**src/rtl/cordic_add_subt_pkg.sv**
```systemverilog
// Shared state encoding and op codes for the CORDIC add/subtract responder.
`default_nettype none

package cordic_add_subt_pkg;

  typedef enum logic [1:0] {
    IDLE  = 2'd0,
    SHIFT = 2'd1,
    ADD   = 2'd2,
    DONE  = 2'd3
  } state_t;

  localparam logic OP_ADD = 1'b0;
  localparam logic OP_SUB = 1'b1;

endpackage

`default_nettype wire

```
**src/rtl/add_subt_fx_core.sv**
```systemverilog
// Combinational two's-complement add/subtract with signed overflow detection.
// Saturates on overflow when CORDIC_ADD_SUBT_SATURATION_EN is defined, otherwise wraps.
`default_nettype none

module add_subt_fx_core
  import cordic_add_subt_pkg::*;
#(
  parameter int W = 32
) (
  input  logic [W-1:0] i_a,
  input  logic [W-1:0] i_b,
  input  logic         i_op,
  output logic [W-1:0] o_result,
  output logic         o_ovf
);

  logic [W:0] w_a_ext;
  logic [W:0] w_b_ext;
  logic [W:0] w_sum;

  assign w_a_ext = {i_a[W-1], i_a};
  assign w_b_ext = {i_b[W-1], i_b};

  // One guard bit makes the sum exact, so overflow is simply the top two bits disagreeing.
  always_comb begin
    w_sum = '0;
    case (i_op)
      OP_ADD:  w_sum = w_a_ext + w_b_ext;
      OP_SUB:  w_sum = w_a_ext - w_b_ext;
      default: w_sum = w_a_ext + w_b_ext;
    endcase
  end

  assign o_ovf = w_sum[W] ^ w_sum[W-1];

`ifdef CORDIC_ADD_SUBT_SATURATION_EN
  assign o_result = !o_ovf  ? w_sum[W-1:0] :
                    w_sum[W] ? {1'b1, {(W-1){1'b0}}} : {1'b0, {(W-1){1'b1}}};
`else
  assign o_result = w_sum[W-1:0];
`endif

endmodule

`default_nettype wire

```
**src/rtl/cordic_add_subt_fx.sv**
```systemverilog
// CORDIC add/subtract responder: computes data_a +/- (data_b >>> shift_amt), one shift bit per cycle.
// Optional saturation on overflow: define CORDIC_ADD_SUBT_SATURATION_EN.
`default_nettype none

module cordic_add_subt_fx
  import cordic_add_subt_pkg::*;
#(
  parameter int W   = 32,
  parameter int SHW = 5
) (
  input  logic           clk,
  input  logic           reset,
  input  logic           beg_add_subt,
  input  logic           ack_add_subt,
  input  logic           op_add_subt,
  input  logic [SHW-1:0] shift_amt,
  input  logic [W-1:0]   data_a,
  input  logic [W-1:0]   data_b,
  output logic           ready_add_subt,
  output logic           busy,
  output logic [W-1:0]   result,
  output logic           overflow_flag
);

  localparam logic [SHW-1:0] c_MAX_CNT = SHW'(W - 1);

  state_t         r_state;
  state_t         w_state_nxt;
  logic [W-1:0]   r_a;
  logic [W-1:0]   r_b;
  logic           r_op;
  logic [SHW-1:0] r_cnt;
  logic [SHW-1:0] w_cnt_init;
  logic [W-1:0]   r_result;
  logic           r_ovf;
  logic           r_ready;
  logic           r_busy;
  logic [W-1:0]   w_core_result;
  logic           w_core_ovf;

  // Shifting further than W-1 gives the same sign-filled value, so the count is clamped.
  assign w_cnt_init = (int'(shift_amt) > W - 1) ? c_MAX_CNT : shift_amt;

  always_ff @(posedge clk or posedge reset) begin
    if (reset) r_state <= IDLE;
    else       r_state <= w_state_nxt;
  end

  always_comb begin
    w_state_nxt = r_state;
    case (r_state)
      IDLE:    if (beg_add_subt)    w_state_nxt = SHIFT;
      SHIFT:   if (r_cnt == '0)     w_state_nxt = ADD;
      ADD:                          w_state_nxt = DONE;
      DONE:    if (ack_add_subt)    w_state_nxt = IDLE;
      default:                      w_state_nxt = IDLE;
    endcase
  end

  always_ff @(posedge clk or posedge reset) begin
    if (reset) begin
      r_a      <= '0;
      r_b      <= '0;
      r_op     <= 1'b0;
      r_cnt    <= '0;
      r_result <= '0;
      r_ovf    <= 1'b0;
      r_ready  <= 1'b0;
      r_busy   <= 1'b0;
    end else begin
      r_ready <= (w_state_nxt == DONE);
      r_busy  <= (w_state_nxt != IDLE);
      case (r_state)
        IDLE: begin
          if (beg_add_subt) begin
            r_a   <= data_a;
            r_b   <= data_b;
            r_op  <= op_add_subt;
            r_cnt <= w_cnt_init;
          end
        end
        SHIFT: begin
          if (r_cnt != '0) begin
            r_b   <= {r_b[W-1], r_b[W-1:1]};
            r_cnt <= r_cnt - 1'b1;
          end
        end
        ADD: begin
          r_result <= w_core_result;
          r_ovf    <= w_core_ovf;
        end
        default: ;
      endcase
    end
  end

  add_subt_fx_core #(
    .W (W)
  ) u_core (
    .i_a      (r_a),
    .i_b      (r_b),
    .i_op     (r_op),
    .o_result (w_core_result),
    .o_ovf    (w_core_ovf)
  );

  assign ready_add_subt = r_ready;
  assign busy           = r_busy;
  assign result         = r_result;
  assign overflow_flag  = r_ovf;

endmodule

`default_nettype wire

```
**config.mk**
```make
export PLATFORM = sky130hd
export DESIGN_NAME = cordic_add_subt_fx
export DESIGN_NICKNAME = d
export VERILOG_FILES = /design/src/rtl/cordic_add_subt_pkg.sv /design/src/rtl/add_subt_fx_core.sv /design/src/rtl/cordic_add_subt_fx.sv
export SDC_FILE = /design/constraint.sdc
export NUM_CORES = 1
export LEC_CHECK = 0
export ABC_CLOCK_PERIOD_IN_PS = 6050
export CORE_MARGIN = 3
export CORE_UTILIZATION = 55
export CTS_BUF_LIST = sky130_fd_sc_hd__clkbuf_8
export DETAILED_ROUTE_END_ITERATION = 6
export GPL_ROUTABILITY_DRIVEN = 0
export PLACE_DENSITY = 0.81
export SYNTH_ARGS = -nofsm -noshare
export SYNTH_HDL_FRONTEND = slang
export SYNTH_HIERARCHICAL = 1
export SYNTH_SLANG_ARGS = --single-unit
```
**constraint.sdc**
```tcl
create_clock -name clk -period 6.05 [get_ports clk]
set_input_delay 1.5125 -clock clk [delete_from_list [all_inputs] [get_ports clk]]
set_output_delay 1.5125 -clock clk [all_outputs]
set_load 0.03 [all_outputs]
```
# ---- Word-level counts from Yosys, hierarchy flattened
# Index checks and enable logic that the tools add are counted.
# Widths: inputs -> output; s select.
dict set report word_totals {
  register_bits 107
  latchBits 0
  ramBits 0
  mem_bits_ro 0
  in_bits 74
  output_inout_bits 35
  wordCells 41
  memories 0
}
dict set report op_classes {
  add_sub_neg 3
  mul 0
  div 0
  n_lt_le_gt_ge 0
  eq_ne 6
  shifts 0
  muxes 11
  n_bitwise 3
  n_reduce_logical 8
}
# op n
set ops {}
lappend ops {{$pmux 33 s2} 1}
lappend ops {{$pmux 32 s2} 1}
lappend ops {{$add 32x32->33} 1}
lappend ops {{$sub 32x32->33} 1}
lappend ops {{$mux 32} 1}
lappend ops {{$mux 31} 1}
lappend ops {{$mux 5} 2}
lappend ops {{$pmux 5 s2} 1}
lappend ops {{$pmux 2 s4} 1}
lappend ops {{$eq 2x2->1 const B} 3}
lappend ops {{$mux 2} 3}
lappend ops {{$reduce_and 3->1} 2}
lappend ops {{$logic_not 5->1} 1}
lappend ops {{$reduce_bool 5->1} 1}
lappend ops {{$sub 5x1->5 const B} 1}
lappend ops {{$ne 2x2->1 const B} 2}
lappend ops {{$reduce_bool 2->1} 2}
lappend ops {{$eq 2x1->1 const B} 1}
lappend ops {{$logic_not 2->1} 1}
lappend ops {{$not 1->1} 2}
lappend ops {{$reduce_and 2->1} 1}
lappend ops {{$xor 1x1->1} 1}

# ---- Logic depth before layout (Yosys ltp)
dict set report logic_depth {
  word_depth 4
  ltp_mapped 19
  mapped_depth_nobuf 19
}

# ---- Hierarchy
# Netlist, hierarchy kept.
# mod instances cells_per_inst area_per_inst_um2 seq_area_each_um2
set by_module_without_submodules {}
lappend by_module_without_submodules {cordic_add_subt_fx 1 365 4628.2 2677.6}
lappend by_module_without_submodules {add_subt_fx_core 1 337 2293.4 0.0}

# ---- Least setup slack after synthesis
# OpenSTA, ideal clock, no wires.
dict set report synth_timing {
  path_type {reg2reg}
  start {register r_b[7]}
  end {register r_ovf, in the netlist overflow_flag}
  setup_time_ns 0.125
  t_arrival_ns 4.272
  t_required_ns 5.925
  setup_slack_ns 1.653
  stages_incl_launch_ff 18
  n_path_buf 1
  synth_period_minus_slack_ns 4.397
  path_cell_list {dfrtp_1 or4_4 or3_4 nor3_4 nand2_2 nor3b_4 nor2_1 xnor2_1 ha_1 clkbuf_1 a21oi_1 o21ai_0 a41oi_1 o21ai_0 a221oi_1 xnor2_1 xnor3_1 mux2_2}
}
dict set report synth_via {
  elab_chain_len 3
  elab_cells_between_ends 4
  cone_classes {2 x add/sub; 1 x mux; 1 x bitwise}
}
# item line
set synth_rtl {}
lappend synth_rtl {{start, declared} cordic_add_subt_fx.sv:30} ;# logic [W-1:0] r_b;
lappend synth_rtl {{start signal, assigned} cordic_add_subt_fx.sv:77} ;# r_b <= data_b;
lappend synth_rtl {{start signal, assigned} cordic_add_subt_fx.sv:84} ;# r_b <= {r_b[W-1], r_b[W-1:1]};
lappend synth_rtl {{$sub 32x32->33 / $add 32x32->33 (equally long branches)} n/a}
lappend synth_rtl {{$pmux 33 s2 *} add_subt_fx_core.sv:27} ;# case (i_op)
lappend synth_rtl {{net w_core_result[31]} cordic_add_subt_fx.sv:38} ;# logic [W-1:0] w_core_result;
lappend synth_rtl {{$xor 1x1->1 *} add_subt_fx_core.sv:34} ;# assign o_ovf = w_sum[W] ^ w_sum[W-1];
lappend synth_rtl {{net w_core_ovf} cordic_add_subt_fx.sv:39} ;# logic w_core_ovf;
lappend synth_rtl {{end signal, assigned} cordic_add_subt_fx.sv:90} ;# r_ovf <= w_core_ovf;
lappend synth_rtl {{end, declared} cordic_add_subt_fx.sv:35} ;# logic r_ovf;
# Mark *: on every way through the listed nets, which the timed path passes. The rest lies on a longest branch.
# A chain may end at the register's enable or synchronous reset.

# ---- Worst setup path after layout
dict set report layout_timing {
  start {register r_b[7]}
  end {register r_ovf, in the netlist overflow_flag}
}
dict set report layout_via {
  elab_chain_len 3
  elab_cells_between_ends 4
  cone_classes {2 x add/sub; 1 x mux; 1 x bitwise}
}
# item line
set layout_rtl {}
lappend layout_rtl {{$sub 32x32->33 / $add 32x32->33 (equally long branches)} n/a}
lappend layout_rtl {{$pmux 33 s2 *} add_subt_fx_core.sv:27}
lappend layout_rtl {{$xor 1x1->1 *} add_subt_fx_core.sv:34}
lappend layout_rtl {{net w_core_ovf} cordic_add_subt_fx.sv:39}
# Marks and branches as above.

==> impl_results.md <==
- R2r worst-path depth: 19
- RR Endpoint: overflow_flag
- Hold WC Path Type: register to register
- Drt wl/cell: ~17 microns
- Status: finished, final reports clean
- Syn Nets: 811
- Largest net degree at the start of global routing: 70
- H-tree Lvls: 3
- Fillers: ~950
- Met1 capacity usage during global routing: 0.335
- ANT cells: 0
- RR Startpoint: r_b[7]
- Slew HR: 0.265
- Die X-Extent: 118 microns
- Synth warn: 6
- Crit path DAT: 5.53 ns
- Reg-to-reg setup timing slack: 0.82 ns
- Async set-reset flop share out of synthesis: 1.00
- Final wirelength: 16.8 mm
- Area Overhead vs Synth: 19.7%
- CTS Buf Count: 9
- Worst-margin pin slew: 1.10 ns
- Via-to-Cell Ratio: approximately 5.8
- CP startpoint kind: register
- Register area share after synthesis: 0.387
- Die area: 14000 sq um
- GRT Util Overall: 0.248
- Pins Over Slew Limit: 0
- GRT Residual Overflow: 0
- Kind of critical path: register to register
- HPWL after detailed placement: 12.2 mm
- Worst Setup EP: overflow_flag
- Register area: about 2700 sq um
- Crit Path Max Fanout: 6
- Layout cells sized above 1: 0.161
- Fin crit share: 0.864
- Routing usage on met3: 0.0498
- Clock Pin Slew Worst Setup and Hold Paths: 0.10 ns
- CTS Hold Bufs: 0
- Starting Density: 0.569
- Crit path from: r_b[7]
- Number of synthesized flops with an enable pin: 0
- Hold slack: 0.496 ns
- GRT Max-Usage Layer: met2
- CP Capture Type: register
- Setup bufs post-CTS: 0
- Synth Cell Area: 6920 sq um
- Input/output buffers: 108
- Initial antenna violation count: 0
- Main synth FF type: dfrtp_1
- Post-CTS resize count: 0
- Final setup fails: 0
- Synth cell types: 63
- First-pass GRT wire length: 28.2 mm
- GR Layer Usage met2: 0.400
- Vias in the first global route: 5644
- Row count: 40
- Final hold viol count: 0
- # nets final: between 900 and 1000
- Synthesized instance count: 702
- Setup Skew: 0.0155 ns
- DRT iter0 DRCs: ~320
- Drc violations: 0
- Avg Cell Area, Syn: between 9 and 10 sq um
- Setup TNS: 0 ns
- DRT Pass-1 Iters: 5
- CORE AREA: 12200 sq um
- Multi-input gate area: 4020 sq um
- Die Ht: approximately 120 microns
- Synthesized flop and latch total: 107
- Max cap viols: 0
- Num ports: 109
- Max Root-Sink Buffers: 2
- RSZ-0062 raised after global routing: no
- Clock Root Buffer: clkbuf_8
- Critical Path RT: 6.35 ns
- Fmax: 191 MHz
- Post-route antenna net violation count: 0
- Clock latency on the worst-skew pair: around 0.4 ns
- TritonCTS clock tree: done
- Vias: 5572
- Min Tclk post-route: 5.23 ns
- CTS sink cnt: 107
==> logic make-up (layout without fill, tap and decap cells) <==
family,after synthesis,in the layout,synth area share
compound gates,121,121,0.108
xor+xnor,61,61,0.0803
fa+ha+maj,35,35,0.0644
buf+inv,46,145,0.0336
flops,107,107,0.387
mux,97,97,0.172
simple gates,235,235,0.155
==> state kept, by name, indices dropped and copies added (netlist names) <==
name	flops
r_cnt	5
r_state	2
result	32
r_b	32
r_op	1
overflow_flag	1
ready_add_subt	1
busy	1
r_a	32
==> critical path: stages (launching register included) <==
cell      delay (ns)
dfrtp_1         0.44
or4_4           0.56
or3_4           0.37
nor3_1          0.32
and2_1          0.26
nand2_1         0.07
nor2_1          0.32
a21oi_1         0.14
xnor2_1         0.16
ha_1            0.37
a211oi_1        0.30
o21bai_1        0.12
a21o_1          0.18
a21oi_1         0.25
nor2_1          0.09
a211oi_1        0.25
o21ai_0         0.14
a31oi_1         0.24
xnor3_1         0.25
mux2_2          0.27
==> through the flow <==
stage	instances	cell area (sq um)	utilization	worst slack [ns]
6_report	969	8280	0.681	0.820
2_1_floorplan	702	6920	-	1.65
3_3_place_gp	954	8090	0.665	1.33
3_5_place_dp	954	8090	0.665	1.04
5_1_grt	969	8280	0.681	0.660
4_1_cts	969	8280	0.681	0.984
==> layer usage <==
layer	wire length, microns	vias to the layer above	share of wire
met3	941	32	0.056
li1	-	2645	-
met1	7300	2715	0.43
met5	0	-	0
met4	344	0	0.020
met2	8210	180	0.49
==> synthesized netlist by cell type, types with 13 or more instances <==
library cell  count  area share
nand2_1         130       0.070
o21ai_0          20       0.014
ha_1             34       0.061
nor2_1           42       0.023
clkbuf_1         19       0.010
dfrtp_1         107        0.39
mux2_4           27       0.059
nor3_1           13      0.0094
xnor2_1          41       0.052
mux2_2           64        0.10
xor2_1           18       0.023
inv_1            17      0.0092
a21oi_1          49       0.035
==> layout make-up <==
cell class,count,share of cell area
inverters,17,0.00800
clock inverters,5,0.00649
well taps,168,0.0254
flip-flops and latches,107,0.323
repair buffers,113,0.135
clock buffers,10,0.0166
multi-input cells,549,0.485
==> how the worst min path moves through the flow <==
stage           start  endpoint  depth (start not counted)
3_3_place_gp   r_a[0]    r_a[0]                          2
3_5_place_dp   r_a[6]    r_a[6]                          2
4_1_cts        r_a[6]    r_a[6]                          2
5_1_grt        r_a[6]    r_a[6]                          2
6_report       r_a[6]    r_a[6]                          2
2_1_floorplan    r_op      r_op                          2
==> cells in the final DEF (no fill, tap or decap), drive strengths merged, types with 14 or more instances in the layout <==
cell type / synthesis / routed
dfrtp: 107 / 107
o21ai: 22 / 22
mux2: 95 / 95
xnor2: 41 / 41
nor3: 14 / 14
inv: 17 / 17
clkdlybuf4s50: 0 / 108
ha: 34 / 34
a21oi: 50 / 50
nor2: 42 / 42
xor2: 19 / 19
nand2: 131 / 131
Power is left out: the tool's default activity adds up to more than one toggle a clock period on the data nets, which glitch-free logic cannot reach.
